==> config.mk <==
export PLATFORM = sky130hd
export DESIGN_NAME = serial_deshift_flat
export DESIGN_NICKNAME = d
export VERILOG_FILES = /design/src/rtl/serial_deshift_if.sv /design/src/rtl/serial_deshift.sv /design/src/flat_wrapper.sv
export SDC_FILE = /design/constraint.sdc
export NUM_CORES = 1
export LEC_CHECK = 0
export BUFFER_PORTS_ARGS = -buffer_cell sky130_fd_sc_hd__buf_2
export CORE_ASPECT_RATIO = 0.8
export CORE_MARGIN = 2
export CORE_UTILIZATION = 40
export DETAILED_ROUTE_END_ITERATION = 8
export GPL_TIMING_DRIVEN = 0
export SLEW_MARGIN = 10
export SYNTH_ARGS = -nofsm -noshare
export SYNTH_HDL_FRONTEND = slang
export SYNTH_SLANG_ARGS = --single-unit
==> constraint.sdc <==
create_clock -name clk -period 1.9 [get_ports clk]
set_input_delay 0.285 -clock clk [delete_from_list [all_inputs] [get_ports clk]]
set_output_delay 0.285 -clock clk [all_outputs]
set_load 0.005 [all_outputs]
==> src/rtl/serial_deshift_if.sv <==
// Serial receive link plus parallel word output with valid/ready handshake.
interface serial_deshift_if #(parameter int n = 16);
  localparam int CW = $clog2(n);

  logic          ser_in;
  logic          ser_valid;
  logic          dir;
  logic          clear;
  logic          out_ready;
  logic [n-1:0]  data_out;
  logic          out_valid;
  logic          busy;
  logic [CW-1:0] bit_cnt;
  logic          overrun;

  modport master (
    output ser_in, ser_valid, dir, clear, out_ready,
    input  data_out, out_valid, busy, bit_cnt, overrun
  );

  modport slave (
    input  ser_in, ser_valid, dir, clear, out_ready,
    output data_out, out_valid, busy, bit_cnt, overrun
  );
endinterface

==> src/rtl/serial_deshift.sv <==
// Serial-to-parallel receiver: assembles n serial bits (MSB- or LSB-first)
// into a word held in a single-entry output register with valid/ready.
module serial_deshift #(
  parameter int n = 16
) (
  input logic       clk,
  input logic       reset,
  serial_deshift_if.slave bus
);
  localparam int CW = $clog2(n);

  typedef enum logic {IDLE, RECV} state_t;

  state_t        state;
  logic [n-1:0]  sr;
  logic [n-1:0]  next_sr;
  logic [CW-1:0] bit_cnt;
  logic          dir_lat;
  logic          cur_dir;
  logic [n-1:0]  data_out;
  logic          out_valid;
  logic          overrun;
  logic          last_bit;
  logic          can_load;

  // The first bit of a word follows the live dir; later bits the latched one.
  always_comb begin
    cur_dir  = (state == IDLE) ? bus.dir : dir_lat;
    next_sr  = cur_dir ? {bus.ser_in, sr[n-1:1]} : {sr[n-2:0], bus.ser_in};
    last_bit = (bit_cnt == CW'(n-1));
    can_load = !out_valid || bus.out_ready;
  end

  always_ff @(posedge clk) begin
    if (reset) begin
      state     <= IDLE;
      sr        <= '0;
      bit_cnt   <= '0;
      dir_lat   <= 1'b0;
      data_out  <= '0;
      out_valid <= 1'b0;
      overrun   <= 1'b0;
    end else begin
      if (out_valid && bus.out_ready)
        out_valid <= 1'b0;

      if (bus.clear) begin
        state   <= IDLE;
        bit_cnt <= '0;
        overrun <= 1'b0;
      end else if (bus.ser_valid) begin
        sr <= next_sr;
        if (state == IDLE)
          dir_lat <= bus.dir;
        if (last_bit) begin
          state   <= IDLE;
          bit_cnt <= '0;
          // A word finishing into a full, unconsumed holding register is lost.
          if (can_load) begin
            data_out  <= next_sr;
            out_valid <= 1'b1;
          end else begin
            overrun <= 1'b1;
          end
        end else begin
          state   <= RECV;
          bit_cnt <= bit_cnt + 1'b1;
        end
      end
    end
  end

  assign bus.data_out  = data_out;
  assign bus.out_valid = out_valid;
  assign bus.busy      = (state == RECV);
  assign bus.bit_cnt   = bit_cnt;
  assign bus.overrun   = overrun;
endmodule

==> src/flat_wrapper.sv <==
// flat-port wrapper written by rule: the top's interface ports become plain ports
module serial_deshift_flat 
#(
  parameter int n = 16
)
  (clk, reset, bus_ser_in, bus_ser_valid, bus_dir, bus_clear, bus_out_ready, bus_data_out, bus_out_valid, bus_busy, bus_bit_cnt, bus_overrun);
  serial_deshift_if #(.n(n)) bus_i ();
  input logic clk;
  input logic reset;
  input wire logic [$bits(bus_i.ser_in)-1:0] bus_ser_in;
  input wire logic [$bits(bus_i.ser_valid)-1:0] bus_ser_valid;
  input wire logic [$bits(bus_i.dir)-1:0] bus_dir;
  input wire logic [$bits(bus_i.clear)-1:0] bus_clear;
  input wire logic [$bits(bus_i.out_ready)-1:0] bus_out_ready;
  output wire logic [$bits(bus_i.data_out)-1:0] bus_data_out;
  output wire logic [$bits(bus_i.out_valid)-1:0] bus_out_valid;
  output wire logic [$bits(bus_i.busy)-1:0] bus_busy;
  output wire logic [$bits(bus_i.bit_cnt)-1:0] bus_bit_cnt;
  output wire logic [$bits(bus_i.overrun)-1:0] bus_overrun;
  assign bus_i.ser_in = bus_ser_in;
  assign bus_i.ser_valid = bus_ser_valid;
  assign bus_i.dir = bus_dir;
  assign bus_i.clear = bus_clear;
  assign bus_i.out_ready = bus_out_ready;
  assign bus_data_out = bus_i.data_out;
  assign bus_out_valid = bus_i.out_valid;
  assign bus_busy = bus_i.busy;
  assign bus_bit_cnt = bus_i.bit_cnt;
  assign bus_overrun = bus_i.overrun;
  serial_deshift #(.n(n)) u_core (.clk(clk), .reset(reset), .bus(bus_i));
endmodule
# Yosys cells after proc, flatten, opt, wreduce, memory -nomap -nowiden
# Cells that the tools add are included.
# classes
n_addsub	1
mul	0
div_mod_pow	0
magnitude_cmp	0
n_eq_ne	1
shifts	0
n_mux	9
bitwise_logic	2
reduce_logical	7
# ops
operator	n
$mux 16	1
$mux 1	7
$add 4x1->4 const B	1
$eq 4x4->1 const B	1
$mux 4	1
$reduce_and 4->1	1
$reduce_and 3->1	1
$not 1->1	2
$reduce_and 2->1	1
$reduce_or 2->1	1
$logic_and 1x1->1	1
$logic_not 1->1	1
$logic_or 1x1->1	1
# word_totals
regBits	40
latchBits	0
mem_bits_rw	0
rom_bits	0
input_bits	7
output_inout_bits	23
word_cells	27
memories	0

# Logic depth before layout (Yosys ltp)
# Gate-level depths: netlist of the first run.
# depth
ltp_word	6
ltp_mapped	6
ltp_nobuf	4

# Least setup slack after synthesis of the first run
# Ideal clock, no wire load.
# synth_path
path_kind	reg-to-reg
start	register u_core.bit_cnt[0] (netlist: u_core.bus.bit_cnt[0])
end	register u_core.data_out[12] (netlist: u_core.bus.data_out[12])
t_arrival_ns	1.387
path_slack_ns	0.428
path_stages_with_launch	7
n_path_buf	2
cell_sequence	dfxtp_1 ha_1 and4_1 and3_1 buf_2 buf_2 a211oi_1
# synth_via
elab_chain_cells	2
# synth_rtl
element	line_no	source
start: declaration	serial_deshift.sv:17	logic [CW-1:0] bit_cnt;
start signal: assignment	serial_deshift.sv:67	bit_cnt <= bit_cnt + 1'b1;
$eq 4x4->1	serial_deshift.sv:30	last_bit = (bit_cnt == CW'(n-1));
$reduce_and 4->1 (no line)	--	
end signal: assignment	serial_deshift.sv:60	data_out <= next_sr;
end: declaration	serial_deshift.sv:20	logic [n-1:0] data_out;
# Every way passes these cells.
# A chain may end at the register's enable or synchronous reset.

# Worst setup path in the final report of the first run
# layout_path
start	register u_core.state (netlist: u_core.bus.busy)
end	register u_core.data_out[10] (netlist: u_core.bus.data_out[10])
# layout_via
elab_chain_cells	2
# layout_rtl
element	line_no	source
start: declaration	serial_deshift.sv:14	state_t state;
start signal: assignment	serial_deshift.sv:36	state <= IDLE;
start signal: assignment	serial_deshift.sv:48	state <= IDLE;
start signal: assignment	serial_deshift.sv:56	state <= IDLE;
$mux 1	serial_deshift.sv:28	cur_dir = (state == IDLE) ? bus.dir : dir_lat;
$mux 16	serial_deshift.sv:29	next_sr = cur_dir ? {bus.ser_in, sr[n-1:1]} : {sr[n-2:0], bus.ser_in};
# Every way passes these cells.

==> results of run 1 <==
[how the worst max path moves through the flow]
stage,to,slack [ns],cells after the start
after global placement,u_core.bus.data_out[11],0.20,4
after floorplan,u_core.bus.data_out[12],0.43,6
after detailed placement,u_core.bus.data_out[11],0.18,4
after CTS,u_core.sr[11],0.17,4
final,u_core.bus.data_out[10],0.15,4
after global routing,u_core.sr[11],0.08,4
[layout make-up]
cell class	count	area [sq um]	share of cell area (%)
Sequential cell	40	801	41.7
Tap cell	55	68.8	3.58
Timing Repair Buffer	28	140	7.30
Clock inverter	1	5.00	0.261
Multi-Input combinational cell	105	732	38.1
Buffer	17	93.8	4.89
Inverter	2	7.51	0.391
Clock buffer	6	72.6	3.78
[layer usage]
layer / GRT usage [%] / wire length [um]
met2: 28.0 / 1770
met4: 6.77 / 41
met5: 0 / 0
met3: 6.38 / 209
met1: 26.4 / 1920
[cell families after synthesis]
| logic type | Yosys count |
|---|---|
| flops | 40 |
| buf+inv | 19 |
| fa+ha+maj | 1 |
| mux | 18 |
| xor+xnor | 3 |
| compound gates | 51 |
| simple gates | 32 |
[flip-flops by register name, summed over array words and instances (netlist names)]
signal,cells
u_core.bus.data_out,16
u_core.sr,16
u_core.bus.bit_cnt,4
u_core.bus.busy,1
u_core.bus.out_valid,1
u_core.bus.overrun,1
u_core.dir_lat,1
[power groups by stage]
stage               Sequential [mW]  Combinational [mW]  Clock [mW]
floorplan                     0.898               0.111           0
global placement              0.903               0.148           0
detailed placement            0.904               0.152           0
CTS                           0.884               0.153       0.551
global route                  0.887               0.170       0.587
finish                        0.885               0.152       0.527
[critical path, cell delays in order (launching register included)]
cell	delay, ns
dfxtp_1	0.45
mux2i_4	0.50
buf_12	0.20
mux2i_1	0.33
a211oi_1	0.13
[metrics by stage]
stage	worst slack [ns]	utilization, %	power [mW]
after floorplan	0.428	-	1.01
after global placement	0.195	47.8	1.05
after detailed placement	0.179	47.8	1.06
after CTS	0.173	49.8	1.59
after global routing	0.0824	49.8	1.64
final	0.149	49.8	1.56
[placed cells by master (no fill, tap or decap), drive strengths merged]
master,synthesis,layout
nand4,1,1
and3,1,1
dfxtp,40,40
buf,11,39
nand2,2,2
clkinv,0,1
ha,1,1
inv,2,2
nand2b,1,1
nor2,21,21
a211oi,33,33
xnor2,1,1
and4,1,1
nor2b,1,1
nor3,3,3
xor2,2,2
or3,1,1
a21oi,1,1
a31oi,17,17
clkbuf,6,12
mux2i,18,18
==> flow_metrics.py, run 1 <==
metrics = {
    "outcome": {
        "status": "completed",
    },
    "synth": {
        "synth-simple-area-share_pct": 8.65,
        "synth-compound-area-share_pct": 22.0,
        "syn_avg_cell_area_sq_um": 9.96,
        "synth-async-reset-ratio_pct": 0,
        "synth.area.mux_share_pct": 11.8,
        "synth_cell_types": 25,
        "ys_ff_latch": 40,
        "synthAdderAreaFrac_pct": 0.766,
        "synth_xor_area_share_pct": 1.61,
        "synth_most_common_cell": "dfxtp_1",
        "synth.net_count": 172,
        "synth_top_area_share_pct": 49.0,
        "synthCells": 164,
        "synth_area_sq_um": 1630,
        "ys_top_cells_by_count": "40 x dfxtp_1, 33 x a211oi_1, 21 x nor2_1",
        "synth_top_family_by_area": "compound AO/OA/AOI/OAI gates",
        "ys_warn_count": 0,
        "yosysSeqAreaShare_pct": 49.0,
        "synth_top_area_cell": "dfxtp_1",
        "ys.flop_type": "dfxtp_1",
        "synth_area_leaders": "dfxtp_1 49%, a211oi_1 15%, mux2i_1 10%, a31oi_1 6.5%, nor2_1 4.8%",
        "synth_edf_count": 0,
    },
    "clocking": {
        "clock_sinks": 40,
        "clockBufferDepth": 2,
        "cts_root_buf": "clkbuf_8",
        "cts_buffers": 5,
        "cts-hold-fix-buffers": 0,
        "insertion_delay_ns": 0.30,
        "htree_levels": 2,
        "cts-resized-gates": 0,
        "cts_tree": "yes",
        "path_clk_slew_ns": 0.08,
        "post_cts_buffers": 0,
    },
    "setup_path": {
        "reg2reg_to": "u_core.bus.data_out[10]",
        "cp-end-kind": "flip-flop",
        "startpoint_type": "flip-flop",
        "critPathArrivalTime_ns": 1.91,
        "rrSetupSlack_ns": 0.15,
        "required_ns": 2.06,
        "regToRegStartpoint": "u_core.bus.busy",
        "r2r_cells": 4,
        "crit_fanout": 10,
        "cp-startpoint": "u_core.bus.busy",
        "criticalPathCategory": "flip-flop to flip-flop",
    },
    "route": {
        "dr.pass1.iters": 4,
        "drc": 0,
        "first_iter_violations": 111,
        "final_antenna_net_count": 0,
        "vias_per_cell": 5.44,
        "via_count": 1381,
        "detail_route.wl_per_cell_um": 15.5,
        "routed_wirelength_um": 3940,
    },
    "worst_hold_path": {
        "worstHoldPathCells": 2,
        "min_path_type": "primary input to flip-flop",
        "min_from": "bus_clear",
        "holdPathEnd": "u_core.bus.bit_cnt[1]",
    },
    "die": {
        "initial_utilization_pct": 42.4,
        "die_x_um": 75.5,
        "die-area_sq_um": 4620,
        "rows": 20,
        "io-pin-count": 30,
        "fp.coreArea_sq_um": 3850,
        "fp.dieH_um": 61.2,
    },
    "timing": {
        "holdWs_ns": 0.256,
        "hold_viol": 0,
        "fmax_ghz": 0.571,
        "rsz0062_at_grt": "false",
        "fin_skew_ns": 0.00921,
        "period_needed_ns": 1.75,
        "period_share_pct": 92.1,
        "slew_headroom_pct": 64.3,
        "tightest_slew_ns": 0.535,
        "tns_ns": 0,
        "slew_violations": 0,
        "finalSetupViolCount": 0,
    },
    "cells_and_area": {
        "antenna_cells": 0,
        "finish.instance_area_sq_um": 1920,
        "filler_cell_count": 382,
        "area_growth_pct": 17.5,
        "layout-drive-gt1-share_pct": 23.1,
        "fin_cells": 254,
        "num-nets-final": 207,
    },
    "placement": {
        "placed_area_sq_um": 1840,
        "dp.cells": 247,
        "gp_congestion": 0.776,
        "io_buffers": 28,
        "dpl.hpwl_um": 2850,
    },
    "power": {
        "switchingPower_uw": 390,
        "p_comb_share_pct": 9.7,
        "cellPowerDensity_nw_per_um2": 814,
        "power_switching_share_pct": 24.9,
        "power_frac_seq_pct": 56.6,
        "cellInternalPower_mw": 1.17,
        "irDropWorstVdd_mv": 0.399,
        "p_clk_share_pct": 33.7,
        "p_leak_nw": 0.786,
    },
    "job": {
        "drv_cap": 0,
    },
    "grt": {
        "grt-ovfl-total": 0,
        "grt_pass1_vias": 1273,
        "grt_max_degree": 12,
        "grt_pass1_wl_um": 6370,
        "grt_antenna_before_repair": 0,
        "grt_use_total_pct": 19.1,
    },
}
Power figures use the tool's default switching activity.
==> run 2: changes to the inputs <==
--- a/config.mk
+++ b/config.mk
@@ -11,6 +11,7 @@
 export CORE_UTILIZATION = 40
 export DETAILED_ROUTE_END_ITERATION = 8
 export GPL_TIMING_DRIVEN = 0
+export RECOVER_POWER = 50
 export SLEW_MARGIN = 10
 export SYNTH_ARGS = -nofsm -noshare
 export SYNTH_HDL_FRONTEND = slang
==> flow_metrics.py, run 2 (synthesized netlist as in run 1, its figures left out) <==
metrics = {
    "outcome": {
        "status": "completed",
    },
    "route": {
        "dr_wl_met2_um": 1720,
        "routed_wirelength_um": 3920,
        "dr.pass1.iters": 4,
        "dr_wl_met3_um": 196,
        "first_iter_violations": 103,
        "via_count": 1385,
        "drc": 0,
        "top_layer_used": "met4",
        "final_antenna_net_count": 0,
        "vias_per_cell": 5.45,
        "detail_route.wl_per_cell_um": 15.4,
        "wl_met1_um": 1940,
    },
    "clocking": {
        "path_clk_slew_ns": 0.08,
        "clock_sinks": 40,
        "cts-hold-fix-buffers": 0,
        "insertion_delay_ns": 0.30,
        "cts-resized-gates": 0,
        "cts_tree": "yes",
        "cts_root_buf": "clkbuf_8",
        "htree_levels": 2,
        "cts_buffers": 5,
        "clockBufferDepth": 2,
        "post_cts_buffers": 0,
    },
    "setup_path": {
        "required_ns": 2.06,
        "cp-end-kind": "flip-flop",
        "regToRegStartpoint": "u_core.bus.busy",
        "criticalPathCategory": "flip-flop to flip-flop",
        "cp-startpoint": "u_core.bus.busy",
        "critPathArrivalTime_ns": 1.91,
        "crit_fanout": 10,
        "startpoint_type": "flip-flop",
    },
    "timing": {
        "rsz0062_at_grt": "false",
        "fmax_ghz": 0.571,
        "holdWs_ns": 0.256,
        "tightest_slew_ns": 0.534,
        "hold_viol": 0,
        "period_share_pct": 92.2,
        "slew_headroom_pct": 64.4,
        "tns_ns": 0,
        "finalSetupViolCount": 0,
        "period_needed_ns": 1.75,
        "timing.final.ws_setup_ns": 0.149,
        "slew_violations": 0,
        "fin_skew_ns": 0.0110,
    },
    "die": {
        "die-area_sq_um": 4620,
        "fp.dieH_um": 61.2,
        "io-pin-count": 30,
        "initial_utilization_pct": 42.4,
        "die_x_um": 75.5,
        "fp.coreArea_sq_um": 3850,
        "rows": 20,
    },
    "cells_and_area": {
        "layout-drive-gt1-share_pct": 16.1,
        "num-nets-final": 207,
        "seqCellArea_sq_um": 801,
        "fin_util_pct": 49.4,
        "fin_cells": 254,
        "final_cell_mix": "40 x dfxtp_1, 33 x a211oi_1, 22 x buf_2, 21 x nor2_1, 21 x clkbuf_1",
        "multi_input_area_sq_um": 732,
        "finish.instance_area_sq_um": 1900,
        "layout_commonest_cell": "dfxtp_1",
        "antenna_cells": 0,
        "area_growth_pct": 16.5,
        "top_regs": "u_core.bus.data_out x16, u_core.sr x16, u_core.bus.bit_cnt x4",
        "filler_cell_count": 393,
    },
    "power": {
        "irDropWorstVdd_mv": 0.397,
        "cellPowerDensity_nw_per_um2": 822,
        "power_mw": 1.56,
        "p_leak_nw": 0.725,
    },
    "grt": {
        "grt_antenna_before_repair": 0,
        "grt_pass1_vias": 1273,
        "grt_max_degree": 12,
        "grt_use_total_pct": 19.1,
        "grt-ovfl-total": 0,
        "grt_pass1_wl_um": 6370,
    },
    "worst_hold_path": {
        "min_from": "bus_clear",
        "min_path_type": "primary input to flip-flop",
    },
    "placement": {
        "preCtsSetupSlack_ns": 0.179,
        "placed_area_sq_um": 1840,
        "dp.cells": 247,
        "io_buffers": 28,
        "gp_congestion": 0.776,
        "dpl.hpwl_um": 2850,
    },
    "job": {
        "drv_cap": 0,
    },
}
## run 2: changes by cell type in the layout (fill, tap and decap cells not counted)
| cell | previous run | this run |
|---|---|---|
| clkbuf_1 | 7 | 21 |
| buf_2 | 36 | 22 |
## run 2: layout make-up
class / count / area share, %
clock buffers: 6 / 3.81
flip-flops and latches: 40 / 42.1
clock inverters: 1 / 0.263
repair buffers: 28 / 6.44
plain buffers: 17 / 4.93
multi-input cells: 105 / 38.5
inverters: 2 / 0.394
well taps: 55 / 3.62
## run 2: path summary, 6_finish.rpt
kind                             endpoint  depth (start not counted)  slack [ns]
hold reg to reg              u_core.sr[0]                          2        0.50
setup reg to reg  u_core.bus.data_out[10]                          4        0.15
hold / removal      u_core.bus.bit_cnt[1]                          2        0.26
setup / recovery  u_core.bus.data_out[10]                          4        0.15
## run 2: power breakdown
part | internal (mW) | switching [mW]
logic | 0.0606 | 0.0912
clock network | 0.249 | 0.278
registers | 0.864 | 0.0209
## run 2: worst max-delay path: stages, from the launching register on
cell      delay, ns
dfxtp_1        0.46
mux2i_4        0.50
buf_12         0.20
mux2i_1        0.33
a211oi_1       0.13
## run 2: metal layers
metal | global-route usage [%] | vias to the layer above
met5 | 0 | -
met3 | 6.38 | 8
met4 | 6.77 | 0
met1 | 26.4 | 665
li1 | - | 677
met2 | 28.0 | 35
